$ cat config.mk
export PLATFORM = sky130hd
export DESIGN_NAME = cdb_arbiter
export DESIGN_NICKNAME = d
export VERILOG_FILES = /design/src/rtl/cdb_arbiter.sv
export SDC_FILE = /design/constraint.sdc
export NUM_CORES = 1
export LEC_CHECK = 0
export CAP_MARGIN = 25
export CORE_MARGIN = 10
export CORE_UTILIZATION = 35
export CTS_CLUSTER_SIZE = 8
export DETAILED_ROUTE_END_ITERATION = 16
export GPL_TIMING_DRIVEN = 0
export HOLD_SLACK_MARGIN = 0.05
export PLACE_DENSITY = 0.66
export SYNTH_ARGS = -nofsm -noshare
export SYNTH_HDL_FRONTEND = slang
export SYNTH_SLANG_ARGS = --single-unit
export TNS_END_PERCENT = 10
$ cat constraint.sdc
create_clock -name clk -period 9.1 [get_ports clk]
set_input_delay 2.73 -clock clk [delete_from_list [all_inputs] [get_ports clk]]
set_output_delay 2.73 -clock clk [all_outputs]
set_load 0.01 [all_outputs]
$ cat src/rtl/cdb_arbiter.sv
// cdb_arbiter: buffers one result per functional unit and publishes at most one per cycle on the CDB, round-robin.
module cdb_arbiter #(
  parameter int TAG_W = 6,
  parameter int DATA_W = 32
) (
  input  logic                  clk,
  input  logic                  reset,
  input  logic                  flush,
  input  logic [3:0]            src_valid,
  output logic [3:0]            src_ready,
  input  logic [4*TAG_W-1:0]    src_tag,
  input  logic [4*DATA_W-1:0]   src_data,
  output logic                  cdb_valid,
  output logic [TAG_W-1:0]      cdb_tag,
  output logic [DATA_W-1:0]     cdb_data,
  output logic [1:0]            cdb_src
);
  logic [3:0]        hold_valid, grant, accept;
  logic [TAG_W-1:0]  hold_tag [4];
  logic [DATA_W-1:0] hold_data [4];
  logic [1:0]        rr_ptr, win;
  logic              any;
  // scanning offsets downward leaves the nearest set bit from rr_ptr as winner
  always_comb begin
    win = rr_ptr;
    for (int k = 3; k >= 0; k--) win = hold_valid[rr_ptr + 2'(k)] ? rr_ptr + 2'(k) : win;
    any = |hold_valid && !flush;
    grant = any ? 4'b1 << win : 4'b0;
    src_ready = (reset || flush) ? 4'b0 : ~hold_valid | grant;
    accept = src_valid & src_ready;
  end
  always_ff @(posedge clk or posedge reset)
    if (reset) begin
      hold_valid <= '0;
      rr_ptr <= '0;
      cdb_valid <= 1'b0;
      cdb_tag <= '0;
      cdb_data <= '0;
      cdb_src <= '0;
    end else begin
      hold_valid <= flush ? 4'b0 : accept | (hold_valid & ~grant);
      cdb_valid <= any;
      if (any) begin
        cdb_tag <= hold_tag[win];
        cdb_data <= hold_data[win];
        cdb_src <= win;
        rr_ptr <= win + 2'd1;
      end
    end
  always_ff @(posedge clk)
    for (int i = 0; i < 4; i++)
      if (accept[i]) begin
        hold_tag[i] <= src_tag[i*TAG_W +: TAG_W];
        hold_data[i] <= src_data[i*DATA_W +: DATA_W];
      end
endmodule

==> flow_summary.json <==
{
  "outcome": "finished, final reports clean",
  "clk_path_buf_depth": 2,
  "synthCells": 480,
  "grt_pass1_vias": 5531,
  "fp.dieW_um": 170,
  "clock_sinks": 199,
  "grt_usage_pct": 15.3,
  "dp_hpwl_um": 16100,
  "cp.required_ns": 6.37,
  "finalSetupViolations": 0,
  "stdcell_area_mm2": 0.0109,
  "clk_pin_slew_ns": 0.07,
  "rrSetupSlack_ns": 6.15,
  "placed_area_mm2": 0.0103,
  "root_buffer": "clkbuf_16",
  "power.total_mw": 2.76,
  "ys_warn_count": 0,
  "cts_hold_buf": 0,
  "skew_ns": 0.0139,
  "critPathSlowestCell": "clkdlybuf4s50_1",
  "cpPeakStageDelay_ns": 0.55,
  "grt_pass1_wl_um": 33300,
  "start_util_pct": 35.8,
  "min_period_over_period_pct": 77.1,
  "io_pins": 204,
  "core_area_mm2": 0.0220,
  "drc": 0,
  "num-nets-final": 865,
  "place_congestion": 0.758,
  "critPathLaunchType": "primary input",
  "synthFlopType": "edfxtp_1",
  "grt_max_degree": 39,
  "die_area_mm2": 0.0288,
  "hp-class": "reg -> reg",
  "num_vias": 4997,
  "cts_resized": 0,
  "tightest_slew_ns": 0.972,
  "syn_area_mm2": 0.00785,
  "fin_crit_ns": 7.02,
  "final_common_cell": "clkdlybuf4s50_1",
  "cpMostUsedCell": "clkdlybuf4s50_1",
  "path_buf_inv": 2,
  "cp_data_arrival_time_ns": 4.29,
  "hold_violations": 0,
  "std_cell_rows": 54,
  "critPathTopFamily": "buffers and inverters",
  "grt_overflow_total": 0,
  "yosysSeqAreaShare_pct": 73.1,
  "synth.net_count": 639,
  "syn_to_final_growth_pct": 38.9,
  "postLayoutCoreUtil_pct": 49.7,
  "numCtsBuffers": 17,
  "ant_nets": 0,
  "ys_seq_elements": 199,
  "crit_chain": "clkdlybuf4s50_1 > nor2_1 > and2_1 > clkdlybuf4s50_1",
  "yosys.cell_types.count": 35,
  "firstDrtPassIters": 5,
  "yosys-top-cells-area": "edfxtp_1, dfrtp_1, mux2_2",
  "clock_latency_ns": 0.43,
  "layout_common_cells": "clkdlybuf4s50_1, edfxtp_1, dfrtp_1, inv_1, o211ai_1",
  "drv_cap": 0,
  "postCtsSetupBuffers": 0,
  "ir_worst_vdd_mv": 0.128,
  "hold_ws_ns": 0.490,
  "synth_top_area_cell": "edfxtp_1",
  "h-tree-depth": 4,
  "slew_viol_final": 0,
  "vias_per_cell": 5.00,
  "yosysTopAreaCellShare_pct": 58.1,
  "p_leak_nw": 3.84,
  "cts_tree": "yes",
  "drtIter0Drc": 348,
  "wl_per_cell_um": 22.0,
  "rsz0062_at_grt": "false",
  "fmax_mhz": 142,
  "antenna_cells": 0,
  "path_max_fanout": 8,
  "portBuffers": 203,
  "path_class": "in -> out",
  "drive_gt1_share_pct": 17.9,
  "synth-edff-count": 152,
  "fin_tns_setup_ns": 0,
  "powerDensity_mw_per_mm2": 253,
  "cp-end-kind": "output port",
  "die_h_um": 170,
  "syn-mean-instance-area_um2": 16.4,
  "async_flop_share_pct": 23.6,
  "grt_antenna_before_repair": 0,
  "slew_headroom_pct": 35.2,
  "routed_wl_um": 22000
}
tightest hold or removal path, stage by stage, from the launching register on:
cell and delay (ns):
dfrtp_1 0.35, nand2_1 0.05, nand2_1 0.05
power breakdown:
part           internal, mW  switching [mW]
sequential             1.10          0.0686
combinational         0.454           0.403
clock                 0.365           0.363
total                  1.92           0.835
cells by family after synthesis:
family	Yosys count	share of synthesized area (%)
XOR/XNOR	1	0.112
buffers and inverters	78	4.40
multiplexers	39	5.56
AND/OR/NAND/NOR	33	2.20
flip-flops	199	73.1
AO/OA/AOI/OAI	130	14.6
registers in the layout (all words and copies together) (netlist names):
signal / cells
cdb_src: 2
cdb_data: 32
hold_valid: 4
hold_tag: 24
cdb_tag: 6
hold_data: 128
cdb_valid: 1
rr_ptr: 2
layer usage:
metal	wire length, µm	up-vias	GRT usage (%)
met5	0	-	0
met4	125	0	2.98
met3	1490	7	5.02
met2	11000	169	25.2
met1	9400	2454	19.3
li1	-	2367	-
final timing paths:
check	startpoint	end	cells past startpoint
min reg2reg	cdb_src[1]$_DFFE_PP0P_	cdb_src[1]$_DFFE_PP0P_	2
min in group asynchronous	reset	cdb_data[24]$_DFFE_PP0P_	2
max	flush	src_ready[1]	4
max in group asynchronous	reset	cdb_data[3]$_DFFE_PP0P_	3
min	cdb_src[1]$_DFFE_PP0P_	cdb_src[1]$_DFFE_PP0P_	2
max reg2reg	hold_valid[2]$_DFF_PP0_	hold_tag[1][5]$_DFFE_PP_	6
cell usage after synthesis (2+ instances only):
library cell  number
o2111ai_1         37
a21oi_1            4
nor2b_1            4
mux2_2            36
and3_1             4
o21ai_1            2
edfxtp_1         152
inv_1             39
clkbuf_1          18
o221a_1            7
buf_6              4
o221a_2           30
o211ai_1          38
nand2_1           14
mux2i_1            2
and2_1             5
dfrtp_1           47
o21ai_0            5
buf_2             15
nor2_1             2
through the flow:
step                      cells  setup WS [ns]
final                       999           2.08
after global routing        999           1.97
after floorplan             480           3.23
after global placement      963           2.12
after CTS                   999           2.09
after detailed placement    967           2.09
final cells by class:
cell class | instances | area (µm²)
multi-input combinational | 203 | 1770
tap | 280 | 350
clock inverter | 14 | 136
inverter | 40 | 150
clock buffer | 18 | 429
sequential | 199 | 5740
fill | 1877 | 11000
buffer | 38 | 195
timing repair buffer | 207 | 2130
Note: power is estimated with default switching activity, not from simulation.
